### config.mk
export PLATFORM = sky130hd
export DESIGN_NAME = fibonacci_bcd_converter
export DESIGN_NICKNAME = d
export VERILOG_FILES = /design/src/rtl/fibonacci_bcd_converter.sv
export SDC_FILE = /design/constraint.sdc
export NUM_CORES = 1
export LEC_CHECK = 0
export ABC_AREA = 1
export CAP_MARGIN = 40
export CORE_MARGIN = 2
export CORE_UTILIZATION = 35
export DETAILED_ROUTE_END_ITERATION = 8
export GPL_TIMING_DRIVEN = 0
export SYNTH_ARGS = -nofsm -noshare
export SYNTH_HDL_FRONTEND = slang
export SYNTH_SLANG_ARGS = --single-unit
### constraint.sdc
create_clock -name clk_i -period 2 [get_ports clk_i]
set_clock_uncertainty 0.15 [all_clocks]
set_input_delay 0.2 -clock clk_i [delete_from_list [all_inputs] [get_ports clk_i]]
set_output_delay 0.2 -clock clk_i [all_outputs]
set_load 0.005 [all_outputs]
### src/rtl/fibonacci_bcd_converter.sv
// Sequential 14-bit binary to 4-digit BCD converter (shift-add-3, one bit per
// cycle). Chains directly behind the Fibonacci generator: start_i <- done_o,
// bin_i <- fibonacci_o, overflow_i <- overflow_o. Values above 9999 or an
// upstream overflow saturate to 9999 with overflow_o set.
//
//   state | meaning
//   ------+-----------------------------------------------------------
//   IDLE  | ready for a request; result registers hold last result
//   OP    | one adjust+shift per cycle, cnt_q counts 13 down to 0
//   DONE  | result valid, done_o pulses for this single cycle
module fibonacci_bcd_converter (
  input  logic        clk_i,
  input  logic        reset_ni,
  input  logic        start_i,
  input  logic [13:0] bin_i,
  input  logic        overflow_i,
  output logic        ready_o,
  output logic        done_o,
  output logic        overflow_o,
  output logic [3:0]  bcd3_o,
  output logic [3:0]  bcd2_o,
  output logic [3:0]  bcd1_o,
  output logic [3:0]  bcd0_o
);

  typedef enum logic [1:0] {
    IDLE = 2'b00,
    OP   = 2'b01,
    DONE = 2'b10
  } state_e;

  state_e      state_q, state_d;
  logic [13:0] bin_q, bin_d;
  logic [15:0] bcd_q, bcd_d;
  logic [3:0]  cnt_q, cnt_d;
  logic [15:0] res_q, res_d;
  logic        ovf_q, ovf_d;
  logic [15:0] adj;
  logic [29:0] shifted;

  // Per-digit add-3 correction (4-bit wrap), then the joint {bcd,bin} shift
  always_comb begin
    adj = bcd_q;
    for (int i = 0; i < 4; i++) begin
      if (bcd_q[4*i +: 4] >= 4'd5) begin
        adj[4*i +: 4] = bcd_q[4*i +: 4] + 4'd3;
      end
    end
    shifted = {adj[14:0], bin_q, 1'b0};
  end

  // Next-state and datapath updates; result registers only move when entering DONE
  always_comb begin
    state_d = state_q;
    bin_d   = bin_q;
    bcd_d   = bcd_q;
    cnt_d   = cnt_q;
    res_d   = res_q;
    ovf_d   = ovf_q;
    case (state_q)
      IDLE: begin
        if (start_i) begin
          if (overflow_i || (bin_i > 14'd9999)) begin
            res_d   = 16'h9999;
            ovf_d   = 1'b1;
            state_d = DONE;
          end else begin
            bin_d   = bin_i;
            bcd_d   = 16'h0000;
            cnt_d   = 4'd13;
            state_d = OP;
          end
        end
      end
      OP: begin
        bcd_d = shifted[29:14];
        bin_d = shifted[13:0];
        if (cnt_q == 4'd0) begin
          res_d   = shifted[29:14];
          ovf_d   = 1'b0;
          state_d = DONE;
        end else begin
          cnt_d = cnt_q - 4'd1;
        end
      end
      DONE:    state_d = IDLE;
      default: state_d = IDLE;
    endcase
  end

  // State and datapath registers, cleared asynchronously
  always_ff @(posedge clk_i or negedge reset_ni) begin
    if (!reset_ni) begin
      state_q <= IDLE;
      bin_q   <= '0;
      bcd_q   <= '0;
      cnt_q   <= '0;
      res_q   <= '0;
      ovf_q   <= 1'b0;
    end else begin
      state_q <= state_d;
      bin_q   <= bin_d;
      bcd_q   <= bcd_d;
      cnt_q   <= cnt_d;
      res_q   <= res_d;
      ovf_q   <= ovf_d;
    end
  end

  assign ready_o    = (state_q == IDLE);
  assign done_o     = (state_q == DONE);
  assign overflow_o = ovf_q;
  assign bcd3_o     = res_q[15:12];
  assign bcd2_o     = res_q[11:8];
  assign bcd1_o     = res_q[7:4];
  assign bcd0_o     = res_q[3:0];

endmodule
==> results of run 1 <==
==> worst min-delay path by stage <==
stage / start / endpoint / slack (ns) / depth (start not counted)
floorplan: reset_ni / bcd_q[0]$_DFFE_PN0P_ / -0.25 / 0
global placement: res_q[15]$_DFFE_PN0P_ / res_q[15]$_DFFE_PN0P_ / 0.30 / 2
detailed placement: reset_ni / res_q[2]$_DFFE_PN0P_ / 0.18 / 1
CTS: res_q[4]$_DFFE_PN0P_ / res_q[4]$_DFFE_PN0P_ / 0.33 / 2
global route: res_q[2]$_DFFE_PN0P_ / res_q[2]$_DFFE_PN0P_ / 0.35 / 2
finish: res_q[4]$_DFFE_PN0P_ / res_q[4]$_DFFE_PN0P_ / 0.32 / 2
==> routing by layer <==
layer	vias to the layer above	share of wire (%)
li1	1363	-
met2	57	45
met4	0	1.0
met5	-	0
met1	1202	50
met3	6	4.0
==> cell usage in the layout (no fill, tap or decap), types with 2 or more instances in the layout <==
cell type,count
nand3_1,44
nand2_2,3
clkbuf_1,2
clkdlybuf4s50_1,35
ha_1,9
nor2_1,22
buf_4,12
nand2_1,184
dfrtp_1,53
clkbuf_8,6
o21ai_0,20
or2_2,4
buf_6,2
a21oi_1,2
inv_1,39
a21boi_0,2
buf_2,8
nor2_4,2
==> flip-flops by register name, indices dropped and copies added, names as in the netlist <==
name,count
cnt_q,4
overflow_o,1
bin_q,14
res_q,16
bcd_q,16
state_q,2
==> worst min-delay path, stage by stage, from the launching register on <==
cell	delay, ns
dfrtp_1	0.35
nand2_1	0.05
nand2_1	0.04
==> cell type report <==
class / instances / area share, %
Clock buffer: 6 / 2.29
Tap cell: 105 / 3.64
Buffer: 12 / 1.91
Multi-Input combinational cell: 300 / 37.8
Sequential cell: 53 / 36.7
Timing Repair Buffer: 50 / 13.4
Clock inverter: 1 / 0.208
Inverter: 39 / 4.05
==> power by group <==
part	switching [mW]	internal (mW)
registers	0.272	1.46
logic	1.40	1.06
clock network	0.352	0.275
total	2.02	2.79
==> timing repair <==
action	CTS	global route
pin swaps	1	2
gates resized for setup	1	0
endpoints found under the hold margin	31	0
hold buffers	1	0
buffers inserted	2	10
setup endpoints to repair	10	15
==> per-stage QoR <==
step | worst slack [ns] | utilization (%) | total power, mW | hold WS (ns)
after detailed placement | -0.0788 | 42.0 | 4.03 | 0.180
after CTS | 0.0292 | 43.5 | 4.73 | 0.331
after floorplan | 0.265 | - | 3.21 | -0.246
after global placement | -1.17 | 41.8 | 3.96 | 0.305
final | 0.106 | 44.4 | 4.82 | 0.323
after global routing | 0.00157 | 44.4 | 5.32 | 0.348
==> kinds of logic after synthesis <==
family,synth area share [%]
AOI/OAI and AO/OA,5.13
adders and majority gates,3.88
buffers and inverters,7.41
DFF,45.7
and+or+nand+nor,37.9
==> impl_results.md, run 1 <==
- Area fraction of the dominant cell type after synthesis: 45.7%
- CP Launch Type: register
- Vias after detailed routing: 2628
- Routed Antenna Nets: 0
- M1 GR Usage: 22.4%
- CTS Sinks: 53
- Max incr delay on CP: 0.54 ns
- Seq/Total Area, Yosys: 45.7%
- Core box area: 8130 µm²
- Placed instance count: 546
- Drt pass-1 iters: 5
- Initial antenna violation count: 0
- GRT Util Overall: 16.0%
- CP Capture Type: output port
- Syn Nets: 431
- Global routing's busiest layer: met2
- Top Family by Delay on Critical Path: buffers and inverters
- Final hold viol count: 0
- Post-synth ARST share: 100%
- Slew margin rel.: 48.0%
- Register area: 1330 µm²
- Worst-Skew Late Latency: 0.30 ns
- Area delta synth->final: 24.3%
- I/O pin total: 37
- Post-route DRC: 0
- DIE AREA: 9050 µm²
- Worst Hold Class: register to register
- Die Y: 95.1 µm
- Count leader, synth: nand2_1
- Fill count: 856
- Outcome: completed
- Buffers and inverters on the worst path: 1
- Reg clk slew, reported paths: 0.09 ns
- Worst-Margin Slew: 0.780 ns
- Peak VDD IR: 0.000638 V
- DR iter-0 viols: 99
- Number of flops mapped to enable cells by yosys: 0
- GRT Residual Overflow: 0
- Register bit total from synthesis: 53
- Grt met2 use: 26.2%
- Synth top cells by count: nand2_1 (184), dfrtp_1 (53), nand3_1 (44)
- Chip width: 95.1 µm
- CP Data Arrival Time: 1.54 ns
- H-tree depth: 2
- Yosys warns: 0
- Fraction of layout cells with a size suffix above 1: 9.33%
- Clk buf depth: 2
- Syn Inst Count: 404
- First-pass GRT wire length: 11500 µm
- Distinct cells, synth: 23
- Reg2Reg Setup Slack: 0.15 ns
- Unrepaired setup endpoints after global routing: false
- Avg Cell Area, Syn: 7.19 µm²
- Slowest-stage cell, CP: clkdlybuf4s50_1
- Nets: 488
- Worst EP required: 1.65 ns
- M3 GR Usage: 2.45%
- Vias per inst: 4.64
- R2R cell count: 10
- WP depth: 2
- Dpl cell area: 3420 µm²
- Wire per inst: 11.6 µm
- Ys flop type: dfrtp_1
- RD Place Congestion: 0.869
- Root buf cell: clkbuf_8
- CP Max Fanout: 5
- Min Clock Period, post-route: 1.89 ns
- R2R Path Start: cnt_q[0]$_DFFE_PN0P_
- P_leak: 1.89 nW
- Final slew viol count: 0
- Max-Cap Viols: 0
- Final period util: 94.7%
- Non-Filler Instances: 566
- CP endpoint: ready_o
- Post-route cell area: 3610 µm²
- Top cells by area, synth: dfrtp_1 (46%), nand2_1 (24%), nand3_1 (7.6%), inv_1 (5.0%), ha_1 (3.9%)
- Count of input and output buffers: 36
- Critical path type: register to output port
- Setup TNS: 0 ns
- Reg2Reg Capture Point: overflow_o$_DFFE_PN0P_
- Hpwl dp: 4810 µm
- Footprint of the multi-input gates: 1370 µm²
- Drt total wl: 6580 µm
- Std cell rows: 33
- Mapped Area: 2910 µm²
- Setup crit start: state_q[1]$_DFFE_PN0P_
- Setup violators final: 0
- Initial core utilization: 35.7%
- Vias in the first global route: 2503
- Inserted Clock Buffers: 5
- CP Cell Sequence: nor2_2, clkdlybuf4s50_1
- Achievable frequency: 528 MHz
- Ant. Diodes: 0
- Leading area contributor after synthesis: dfrtp_1
- Pwr/cell area: 1330 nW/µm²
- Largest net degree at the start of global routing: 33
- TritonCTS clock tree: yes
Power figures use the tool's default switching activity.
==> run 2: changes to the inputs <==
PLACE_DENSITY = 0.56   (was unset)
==> run 2 against run 1 <==
Compared with the run above: largest cell class unchanged; worst setup slack got worse by 0.0050 ns; hold slack improved by 0.0012 ns; count of clock-buffer cells in the layout increased by 1; fmax decreased by 0.26%; global-route usage decreased by 0.31 points; critical path type unchanged; routed wire length decreased by 1.2%; critical path depth unchanged; first-iteration DRC count increased by 17%; register-to-register slack about the same.
==> impl_results.md, run 2 (same netlist as run 1, synthesis figures left out) <==
- Core box area: 8130 µm²
- Final Util: 43.7%
- Hpwl dp: 4730 µm
- Worst-Skew Late Latency: 0.30 ns
- Reg clk slew, reported paths: 0.09 ns
- Outcome: completed
- GRT Util Overall: 15.7%
- Drt pass-1 iters: 4
- R2R cell count: 5
- Seq pwr share: 36.7%
- Count of input and output buffers: 36
- Die Y: 95.1 µm
- Switching power share of the total: 42.4%
- Area delta synth->final: 22.4%
- Fraction of layout cells with a size suffix above 1: 7.71%
- Largest net degree at the start of global routing: 34
- Routed Antenna Nets: 0
- Commonest non-fill, non-tap cell in the layout: nand2_1
- Post-route DRC: 0
- Fill count: 863
- Setup TNS: 0 ns
- Initial antenna violation count: 0
- Buffers and inverters on the worst path: 1
- First-pass GRT wire length: 11200 µm
- Pwr/cell area: 1320 nW/µm²
- Vias after detailed routing: 2569
- Sw Pwr: 1.99 mW
- GRT Residual Overflow: 0
- Wire per inst: 11.6 µm
- Max incr delay on CP: 0.54 ns
- CP Max Fanout: 5
- Root buf cell: clkbuf_8
- Min Clock Period, post-route: 1.90 ns
- Inserted Clock Buffers: 5
- TritonCTS clock tree: yes
- Setup violators final: 0
- Chip width: 95.1 µm
- DIE AREA: 9050 µm²
- Critical path type: register to output port
- P_int: 2.71 mW
- Drt total wl: 6510 µm
- Nets: 481
- Unrepaired setup endpoints after global routing: false
- Clk buf depth: 2
- Non-Filler Instances: 559
- Final slew viol count: 0
- Clk pwr share: 13.2%
- CP Data Arrival Time: 1.55 ns
- Slew margin rel.: 47.9%
- RD Place Congestion: 0.852
- CP Capture Type: output port
- CP Cell Sequence: nor2_2, clkdlybuf4s50_1
- Final hold viol count: 0
- Reg2Reg Capture Point: res_q[8]$_DFFE_PN0P_
- Worst-Margin Slew: 0.781 ns
- CP Launch Type: register
- Worst EP required: 1.65 ns
- DR iter-0 viols: 116
- Most frequent cells in the layout: nand2_1 (184), dfrtp_1 (53), nand3_1 (44)
- I/O pin total: 37
- P_leak: 1.86 nW
- Achievable frequency: 527 MHz
- Hold EP: res_q[14]$_DFFE_PN0P_
- H-tree depth: 2
- Worst Hold Class: register to register
- Worst Hold Depth: 2
- Slowest-stage cell, CP: clkdlybuf4s50_1
- Max-Cap Viols: 0
- Final period util: 95.0%
- Placed instance count: 546
- R2R Path Start: state_q[1]$_DFFE_PN0P_
- Peak VDD IR: 0.000495 V
- Reg2Reg Setup Slack: 0.16 ns
- Vias in the first global route: 2451
- Std cell rows: 33
- Vias per inst: 4.60
- Ant. Diodes: 0
- CTS Sinks: 53
- Top Family by Delay on Critical Path: buffers and inverters
- Pwr Total: 4.70 mW
- Comb pwr share: 50.1%
- Largest registers: bcd_q: 16 flops, res_q: 16 flops, bin_q: 14 flops
- Initial core utilization: 35.7%
- Hold Crit Start: res_q[14]$_DFFE_PN0P_
-- run 2: cell count changes in the layout (fill, tap and decap cells not counted), sizes merged --
cell and change:
clkbuf +1, buf -7, clkinvlp -1
-- run 2: worst max path at each step --
stage                            from                      to  cells past startpoint
3_5_place_dp                 bin_i[5]    bin_q[5]$_DFFE_PN0P_                     11
3_3_place_gp                 reset_ni    cnt_q[0]$_DFFE_PN0P_                      1
4_1_cts        state_q[1]$_DFFE_PN0P_                 ready_o                      2
2_1_floorplan    cnt_q[0]$_DFFE_PN0P_  overflow_o$_DFFE_PN0P_                     10
6_report       state_q[1]$_DFFE_PN0P_                 ready_o                      2
5_1_grt        state_q[1]$_DFFE_PN0P_                  done_o                      3
-- run 2: power by group through the flow --
stage | clock network [mW] | registers [mW] | logic (mW)
2_1_floorplan | 0 | 1.71 | 1.50
3_3_place_gp | 0 | 1.73 | 2.24
3_5_place_dp | 0 | 1.74 | 2.29
4_1_cts | 0.638 | 1.73 | 2.37
5_1_grt | 0.683 | 1.79 | 2.71
6_report | 0.618 | 1.73 | 2.35
-- run 2: what timing repair did --
action	4_1_cts	5_1_grt
endpoints found under the hold margin	32	0
gates resized for setup	0	1
hold buffers	1	0
pin swaps	1	2
buffers inserted	3	2
endpoints found under the setup margin	9	14
-- run 2: metrics by stage --
step           hold WS [ns]  instance area [µm²]  worst slack [ns]
2_1_floorplan        -0.246                 2910             0.265
3_3_place_gp          0.304                 3400             -1.16
3_5_place_dp          0.187                 3420           -0.0674
4_1_cts               0.331                 3540            0.0172
5_1_grt               0.341                 3560           0.00156
6_report              0.324                 3560             0.101
-- run 2: layout make-up --
type	count	area, µm²	share of cell area (%)
multi-input cells	300	1370	38.4
flip-flops and latches	53	1330	37.3
repair buffers	43	430	12.1
inverters	39	146	4.12
well taps	105	131	3.69
clock buffers	7	86.3	2.43
plain buffers	12	68.8	1.94
-- run 2: metal layers --
metal | wire, µm | up-vias | share of wire [%] | track usage (%)
li1 | - | 1349 | - | -
met1 | 3270 | 1156 | 50 | 21.9
met2 | 2960 | 57 | 45 | 25.7
met3 | 221 | 7 | 3.4 | 2.53
met4 | 56 | 0 | 0.86 | 3.38
met5 | 0 | - | 0 | 0
-- run 2: worst register-to-register path, delay by kind of cell, from the launching register on --
kind	cells	cell delay, ns
simple gates	4	0.67
buf+inv	1	0.44
flops	1	0.49
==> run 3: changes to the inputs <==
TNS_END_PERCENT = 20   (was unset)
==> results of run 3 <==
Same layout as run 2: the final DEF is identical, and so are final timing and power.
